## config.mk

```make
export PLATFORM = sky130hd
export DESIGN_NAME = hex_entry_display
export DESIGN_NICKNAME = d
export VERILOG_FILES = /design/src/rtl/hex_entry_display.sv
export SDC_FILE = /design/constraint.sdc
export NUM_CORES = 1
export LEC_CHECK = 0
export CORE_ASPECT_RATIO = 1.75
export CORE_UTILIZATION = 48
export CTS_CLUSTER_DIAMETER = 60
export CTS_CLUSTER_SIZE = 10
export DETAILED_ROUTE_END_ITERATION = 16
export PLACE_DENSITY_LB_ADDON = 0.12
export REMOVE_ABC_BUFFERS = 1
export SYNTH_ARGS = -nofsm -noshare
export SYNTH_HDL_FRONTEND = slang
export SYNTH_SLANG_ARGS = --single-unit
```

## constraint.sdc

```tcl
create_clock -name clk50M -period 2.3 [get_ports clk50M]
set_input_delay 0.575 -clock clk50M [delete_from_list [all_inputs] [get_ports clk50M]]
set_output_delay 0.575 -clock clk50M [all_outputs]
set_load 0.05 [all_outputs]
```

## src/rtl/hex_entry_display.sv

```systemverilog
// ---------------------------------------------------------------------------
// hex_entry_display
//
// Hex-digit entry and display controller for the keypad/switch path.
// Rising edges on load/bksp/clr edit a DIGITS-wide nibble shift register.
// The stored digits are scanned onto a multiplexed active-low seven-segment
// display, and unused leading digits are blanked.
//
// Parameters
//   DIGITS    : number of hex digits stored and displayed (2..8)
//   SCAN_DIV  : clock cycles each digit stays lit (>= 2)
//   OVERWRITE : 1 = a load while full shifts and drops the MS digit,
//               0 = a load while full is ignored
//
// Ports
//   clk50M  in   system clock, rising edge
//   rst     in   synchronous active-high reset
//   din     in   nibble entered on a load rising edge
//   load    in   level; rising edge enters din as the new LS digit
//   bksp    in   level; rising edge deletes the LS digit
//   clr     in   level; rising edge clears all digits
//   on_off  in   1 = display enabled, 0 = display dark
//   value   out  stored digits, digit 0 in bits [3:0]
//   count   out  number of digits entered
//   full    out  count == DIGITS
//   seg     out  active-low segments, seg[0]=a .. seg[6]=g
//   cat     out  active-low digit enables, one-hot low or all high
// ---------------------------------------------------------------------------
module hex_entry_display #(
  parameter int DIGITS    = 4,
  parameter int SCAN_DIV  = 50000,
  parameter int OVERWRITE = 0
) (
  input  logic                         clk50M,
  input  logic                         rst,
  input  logic [3:0]                   din,
  input  logic                         load,
  input  logic                         bksp,
  input  logic                         clr,
  input  logic                         on_off,
  output logic [DIGITS*4-1:0]          value,
  output logic [$clog2(DIGITS+1)-1:0]  count,
  output logic                         full,
  output logic [6:0]                   seg,
  output logic [DIGITS-1:0]            cat
);

  localparam int VW = DIGITS * 4;
  localparam int CW = $clog2(DIGITS + 1);
  localparam int IW = $clog2(DIGITS);
  localparam int DW = $clog2(SCAN_DIV);

  // -------------------------------------------------------------------------
  // Entry register and edge detection
  // -------------------------------------------------------------------------
  logic [VW-1:0] r_value;
  logic [CW-1:0] r_count;
  logic          r_load_q;
  logic          r_bksp_q;
  logic          r_clr_q;

  logic w_load_edge;
  logic w_bksp_edge;
  logic w_clr_edge;
  logic w_full;

  assign w_load_edge = load & ~r_load_q;
  assign w_bksp_edge = bksp & ~r_bksp_q;
  assign w_clr_edge  = clr  & ~r_clr_q;
  assign w_full      = (r_count == CW'(DIGITS));

  always_ff @(posedge clk50M) begin
    if (rst) begin
      r_value  <= '0;
      r_count  <= '0;
      // History starts high so a level held through reset never fires.
      r_load_q <= 1'b1;
      r_bksp_q <= 1'b1;
      r_clr_q  <= 1'b1;
    end else begin
      r_load_q <= load;
      r_bksp_q <= bksp;
      r_clr_q  <= clr;
      // Only the highest-priority edge acts; the others are dropped.
      if (w_clr_edge) begin
        r_value <= '0;
        r_count <= '0;
      end else if (w_bksp_edge) begin
        if (r_count != '0) begin
          r_value <= {4'h0, r_value[VW-1:4]};
          r_count <= r_count - CW'(1);
        end
      end else if (w_load_edge) begin
        if (!w_full) begin
          r_value <= {r_value[VW-5:0], din};
          r_count <= r_count + CW'(1);
        end else if (OVERWRITE != 0) begin
          r_value <= {r_value[VW-5:0], din};
        end
      end
    end
  end

  assign value = r_value;
  assign count = r_count;
  assign full  = w_full;

  // -------------------------------------------------------------------------
  // Scan divider and digit index (runs even while the display is dark)
  // -------------------------------------------------------------------------
  logic [DW-1:0] r_div;
  logic [IW-1:0] r_idx;

  always_ff @(posedge clk50M) begin
    if (rst) begin
      r_div <= '0;
      r_idx <= '0;
    end else if (r_div == DW'(SCAN_DIV - 1)) begin
      r_div <= '0;
      if (r_idx == IW'(DIGITS - 1)) begin
        r_idx <= '0;
      end else begin
        r_idx <= r_idx + IW'(1);
      end
    end else begin
      r_div <= r_div + DW'(1);
    end
  end

  // -------------------------------------------------------------------------
  // Digit select, blanking and decode
  // -------------------------------------------------------------------------
  logic [3:0]        w_digits [DIGITS];
  logic [3:0]        w_digit;
  logic [CW-1:0]     w_shown;
  logic              w_blank;
  logic [6:0]        w_hex_seg;
  logic [6:0]        w_seg_next;
  logic [DIGITS-1:0] w_cat_next;

  genvar gi;
  generate
    for (gi = 0; gi < DIGITS; gi++) begin : g_digit
      assign w_digits[gi] = r_value[gi*4 +: 4];
    end
  endgenerate

  assign w_digit = w_digits[r_idx];

  // With nothing entered digit 0 still shows "0", so at least one digit lit.
  assign w_shown = (r_count == '0) ? CW'(1) : r_count;
  assign w_blank = (32'(r_idx) >= 32'(w_shown));

  always_comb begin
    w_hex_seg = 7'h7F;
    case (w_digit)
      4'h0: w_hex_seg = 7'h40;
      4'h1: w_hex_seg = 7'h79;
      4'h2: w_hex_seg = 7'h24;
      4'h3: w_hex_seg = 7'h30;
      4'h4: w_hex_seg = 7'h19;
      4'h5: w_hex_seg = 7'h12;
      4'h6: w_hex_seg = 7'h02;
      4'h7: w_hex_seg = 7'h78;
      4'h8: w_hex_seg = 7'h00;
      4'h9: w_hex_seg = 7'h10;
      4'hA: w_hex_seg = 7'h08;
      4'hB: w_hex_seg = 7'h03;
      4'hC: w_hex_seg = 7'h46;
      4'hD: w_hex_seg = 7'h21;
      4'hE: w_hex_seg = 7'h06;
      4'hF: w_hex_seg = 7'h0E;
      default: w_hex_seg = 7'h7F;
    endcase
  end

  // A blank digit keeps its enable active but drives every segment off.
  always_comb begin
    w_seg_next = 7'h7F;
    w_cat_next = '1;
    if (on_off) begin
      w_cat_next = ~(DIGITS'(1) << r_idx);
      if (!w_blank) begin
        w_seg_next = w_hex_seg;
      end
    end
  end

  logic [6:0]        r_seg;
  logic [DIGITS-1:0] r_cat;

  always_ff @(posedge clk50M) begin
    if (rst) begin
      r_seg <= 7'h7F;
      r_cat <= '1;
    end else begin
      r_seg <= w_seg_next;
      r_cat <= w_cat_next;
    end
  end

  assign seg = r_seg;
  assign cat = r_cat;

endmodule

```

==> metrics.yaml, run 1 <==
synth:
  yosysMostFrequentCell: "dfxtp_1"
  synth_area_mm2: 0.002499
  ys.warnings.count: 0
  synth_area_leaders: "dfxtp_1 41%, ha_1 6.5%, a311oi_2 6.0%, nand2_1 6.0%, nor2_1 5.7%"
  yosysTopAreaCell: "dfxtp_1"
  synth_flop_cell: "dfxtp_1"
  ys_types: 41
  synth_edf_count: 0
  ys_seq_area_share_pct: 40.86
  avgSynthCellArea_um2: 9.220
  syn_inst: 271
  synth_top_area_share_pct: 40.86
  synth-seq-cells: 51
  async_flop_share_pct: 0
  ys_top_cells_by_count: "51 x dfxtp_1, 40 x nand2_1, 38 x nor2_1"
sta:
  slew_headroom_pct: 65.99
  grt_setup_unrepaired: "false"
  drv_slew: 0
  period_needed_ns: 2.161
  setup_violations: 0
  fmax_mhz: 462.7
  min_period_over_period_pct: 93.96
  tightest_slew_ns: 0.5086
  whs_ns: 0.4683
  finClkSkew_ns: 0.002670
  finalHoldViolCount: 0
drt:
  dr.first_iter.drc_count: 55
  wl_um: 5062
  wl_met3_um: 125
  viasPerCell: 5.352
  route.met2.wl_um: 2665
  drc: 0
  ant_nets: 0
  met1_length_um: 2151
  wire_per_inst_um: 13.61
  first_pass_iters: 4
  highest_layer: "met4"
  num_vias: 1991
setup_path:
  reg2reg_to: "seg[3]"
  critPathBufInv: 1
  required_ns: 1.73
  end_kind: "output port"
  cp_slowest_cell: "clkdlybuf4s50_1"
  cpPeakStageDelay_ns: 0.84
  worstSetupStartpointType: "flop"
  cp_data_arrival_time_ns: 1.59
  path_cells: "clkdlybuf4s50_1"
  r2r_start: "r_idx[0]"
  worst-path-stages: 1
  r2r_cells: 7
  ff2ff_setup_slack_ns: 0.30
  critPathKind: "reg2out"
  cp_top_family: "buffers and inverters"
  critPathMaxFanout: 6
clocking:
  post_cts_resized: 0
  cts_buffers: 5
  root_buffer: "clkbuf_8"
  clk_pin_slew_worst_paths_ns: 0.09
  clk_path_buf_depth: 2
  postCtsSetupBuffers: 0
  clock-sinks: 51
  cts_tree: "built"
  clock_latency_ns: 0.31
  hold_buffers: 0
  htree_levels: 2
placement:
  placed_area_mm2: 0.002972
  gp_congestion: 0.8380
  io_buffer_count: 40
  hpwl_um: 3656
  place_inst: 364
power_and_ir_drop:
  irDropWorstVdd_uv: 469.5
  power_mw: 1.919
  p_leak_nw: 1.108
  p_per_area_mw_per_mm2: 624.9
floorplan:
  die-area_mm2: 0.005510
  die_y_um: 97.45
  core_area_mm2: 0.004977
  io_pins: 41
  die_w_um: 56.54
  std_cell_rows: 34
  initial_core_util_pct: 50.20
grt:
  grt_overflow: 0
  grt_first_pass_wirelength_um: 8956
  grt_max_degree: 33
  grtUsageTotal_pct: 20.44
  grt_pass1_vias: 2047
  antenna_found_initial: 0
finish:
  drive_gt1_share_pct: 13.21
  multiInputGateArea_mm2: 0.001326
  fillers: 446
  final_cell_count_no_fill: 372
  finalInstanceArea_mm2: 0.003070
  fin_nets: 341
  area_growth_pct: 22.88
  ff_latch_area_mm2: 0.001021
  n_antenna_cell: 0
outcome:
  status: "complete, no violations"
worst_hold_path:
  hold_depth: 1
  hold_end: "r_div[0]"
  worst_hold_path_type: "reg2reg"
  min_from: "r_div[0]"
job:
  cap_violations: 0
power breakdown:
part	switching, mW	leakage [nW]	internal, mW	total [mW]
Clock	0.300	0.0474	0.246	0.546
Combinational	0.256	0.644	0.159	0.415
Sequential	0.0336	0.416	0.924	0.957
kinds of logic (layout without fill, tap and decap cells):
family	after synthesis	after routing	share of synthesized area [%]
fa+ha+maj	14	14	7.311
flops	51	51	40.86
mux	7	7	5.008
buf+inv	28	75	6.058
compound gates	39	39	14.12
xor+xnor	17	17	5.959
simple gates	115	115	20.68
cell usage in the layout, fill, tap and decap left out, types with 5 or more instances in the layout:
master,netlist,final
nand2b_1,6,6
xnor2_1,10,10
a311oi_2,10,10
nand4_1,5,5
xor2_1,7,7
nand3_1,7,7
ha_1,13,13
clkdlybuf4s50_1,0,39
inv_1,13,13
clkbuf_8,0,6
nor2_1,38,38
a21oi_1,11,11
dfxtp_1,51,51
buf_4,2,12
nand2_1,40,40
per-stage QoR:
stage	setup slack, ns	setup TNS [ns]	utilization (%)
after global routing	0.05485	0	61.69
after CTS	0.1258	0	61.69
after global placement	-0.03602	-0.03602	59.70
final	0.1389	0	61.69
after detailed placement	-0.1091	-0.1411	59.70
after floorplan	-0.6018	-5.314	-
sequential cells by signal, indices dropped and copies added (netlist names):
register and count:
r_clr_q 1, r_div 16, r_bksp_q 1, r_load_q 1, cat 4, value 16, r_idx 2, count 3
seg 7
worst max path at each step:
stage	to	start	slack, ns
global route	count[2]	bksp	0.05
detailed placement	count[2]	bksp	-0.11
global placement	count[2]	bksp	-0.04
finish	count[1]	count[1]	0.14
floorplan	count[2]	bksp	-0.60
CTS	count[1]	count[1]	0.13
routing by layer:
layer / vias to the layer above / track usage (%)
met3: 12 / 3.329
met2: 34 / 36.74
li1: 1011 / -
met1: 934 / 22.41
met4: 0 / 10.13
met5: - / 0
area by class of cell:
class	instances	share of cell area, %
clock buffers	6	2.689
clock inverters	2	0.5297
inverters	15	1.834
multi-input cells	192	43.19
flip-flops and latches	51	33.25
well taps	54	2.200
repair buffers	52	16.30
Note: power is estimated with default switching activity, not from simulation.
==> run 2: changes to the inputs <==
SETUP_SLACK_MARGIN = 0.1   (was not set)
==> run 2 against run 1 <==
  * Worst hold slack is essentially flat
  * Power is essentially flat
  * Register-to-register slack is essentially flat
  * Clock skew is essentially flat
  * Clock-buffer cell count is the same
  * Combinational power is essentially flat
  * Global-route usage is the same
  * Critical path depth is the same
  * Setup slack gained 0.020 ns
  * Highest routed layer unchanged
==> metrics.yaml, run 2 (synthesis gave the netlist of run 1 again) <==
outcome:
  status: "complete, no violations"
clocking:
  cts_tree: "built"
  clock_latency_ns: 0.31  # about the same
  clock-sinks: 51  # unchanged
  hold_buffers: 0  # unchanged
  clk_pin_slew_worst_paths_ns: 0.09  # about the same
  post_cts_resized: 0  # unchanged
  htree_levels: 2  # unchanged
  clk_path_buf_depth: 2  # unchanged
  cts_buffers: 5  # unchanged
  postCtsSetupBuffers: 0  # unchanged
  root_buffer: "clkbuf_8"
worst_hold_path:
  worst_hold_path_type: "reg2reg"
  min_from: "r_div[0]"
  hold_end: "r_div[0]"
  hold_depth: 1  # unchanged
drt:
  viasPerCell: 5.368  # +0.30%
  num_vias: 1997  # +0.30%
  first_pass_iters: 4  # unchanged
  dr.first_iter.drc_count: 59  # +7.3%
  wire_per_inst_um: 13.68  # +0.53%
  ant_nets: 0  # unchanged
  drc: 0  # unchanged
  wl_um: 5089  # +0.53%
sta:
  drv_slew: 0  # unchanged
  period_needed_ns: 2.141  # -0.02021 ns
  setup_violations: 0  # unchanged
  grt_setup_unrepaired: "false"
  worst_slack_ns: 0.1591  # +0.02021 ns
  finClkSkew_ns: 0.002990  # +0.0003196 ns
  fmax_mhz: 467.1  # +0.94%
  tightest_slew_ns: 0.5086  # unchanged
  whs_ns: 0.4683  # +0.000007000 ns
  slew_headroom_pct: 65.99  # unchanged
  min_period_over_period_pct: 93.08  # -0.88 points
  finalHoldViolCount: 0  # unchanged
placement:
  io_buffer_count: 40  # unchanged
  hpwl_um: 3656  # unchanged
  gp_congestion: 0.8380  # unchanged
  place_ws_ns: -0.1091  # unchanged
  place_inst: 364  # unchanged
  placed_area_mm2: 0.002972  # unchanged
floorplan:
  core_area_mm2: 0.004977  # unchanged
  initial_core_util_pct: 50.20  # unchanged
  die_w_um: 56.54  # unchanged
  io_pins: 41  # unchanged
  die_y_um: 97.45  # unchanged
  std_cell_rows: 34  # unchanged
  die-area_mm2: 0.005510  # unchanged
power_and_ir_drop:
  switching_share_pct: 30.73  # about the same
  irDropWorstVdd_uv: 470.0  # +0.11%
  p_per_area_mw_per_mm2: 622.5  # -0.38%
  p_seq_share_pct: 49.9  # about the same
  switchingPower_mw: 0.5897  # about the same
  clock_power_share_pct: 28.4  # about the same
  p_int_mw: 1.330  # about the same
  power_mw: 1.919  # about the same
  combPwrFrac_pct: 21.7  # about the same
  p_leak_nw: 1.149  # +3.7%
setup_path:
  cpPeakStageDelay_ns: 0.83  # about the same
  critPathBufInv: 1  # unchanged
  r2r_cells: 7  # unchanged
  end_kind: "output port"
  cp_data_arrival_time_ns: 1.57  # -0.02 ns
  reg2reg_to: "seg[3]"
  r2r_start: "r_idx[0]"
  critPathMaxFanout: 5  # -1
  ff2ff_setup_slack_ns: 0.30  # about the same
  path_cells: "clkdlybuf4s50_1"
  required_ns: 1.73  # about the same
  cp_slowest_cell: "clkdlybuf4s50_1"
  critPathKind: "reg2out"
  worstSetupStartpointType: "flop"
  cp_top_family: "buffers and inverters"
finish:
  final_cell_mix: "51 x dfxtp_1, 40 x nand2_1, 38 x nor2_1"
  area_growth_pct: 23.39
  finalInstanceArea_mm2: 0.003083  # +0.41%
  drive_gt1_share_pct: 13.52  # +0.31 points
  fillers: 446  # unchanged
  fin_nets: 341  # unchanged
  ff_latch_area_mm2: 0.001021  # unchanged
  layout_commonest_cell: "dfxtp_1"
  multiInputGateArea_mm2: 0.001334  # +0.57%
  final_cell_count_no_fill: 372  # unchanged
  n_antenna_cell: 0  # unchanged
grt:
  grt_overflow: 0  # unchanged
  grt_pass1_vias: 2047  # unchanged
  grt_first_pass_wirelength_um: 8956  # unchanged
  grt_max_degree: 33  # unchanged
  antenna_found_initial: 0  # unchanged
  grtUsageTotal_pct: 20.44  # unchanged
job:
  cap_violations: 0  # unchanged
run 2: how the worst max path moves through the flow:
| stage | endpoint | cells past startpoint | slack [ns] | start |
|---|---|---|---|---|
| after CTS | count[1] | 1 | 0.13 | count[1] |
| after detailed placement | count[2] | 7 | -0.11 | bksp |
| after floorplan | count[2] | 6 | -0.60 | bksp |
| after global placement | count[2] | 7 | -0.04 | bksp |
| final | value[9] | 1 | 0.16 | value[9] |
| after global routing | count[2] | 7 | 0.10 | bksp |
run 2: layout make-up:
type | count | area share [%]
inverter | 15 | 1.826
clock inverter | 2 | 0.5276
multi-input combinational | 192 | 43.26
clock buffer | 6 | 2.679
sequential | 51 | 33.12
tap | 54 | 2.192
timing repair buffer | 52 | 16.40
run 2: metal layers:
layer / vias up / share of wire, % / global-route usage (%)
met5: - / 0 / 0
met4: 0 / 2.3 / 10.13
met3: 12 / 2.6 / 3.329
met2: 40 / 53 / 36.74
met1: 934 / 42 / 22.41
li1: 1011 / - / -
run 2: power by group through the flow:
stage | sequential [mW] | clock (mW) | combinational, mW
3_5_place_dp | 0.978 | 0 | 0.417
4_1_cts | 0.958 | 0.567 | 0.419
6_report | 0.957 | 0.545 | 0.416
2_1_floorplan | 1.09 | 0 | 0.160
3_3_place_gp | 0.978 | 0 | 0.411
5_1_grt | 0.964 | 0.611 | 0.448
run 2: through the flow:
stage	setup TNS, ns	utilization (%)
2_1_floorplan	-5.314	-
3_3_place_gp	-0.03602	59.70
5_1_grt	0	61.94
4_1_cts	0	61.69
6_report	0	61.94
3_5_place_dp	-0.1411	59.70
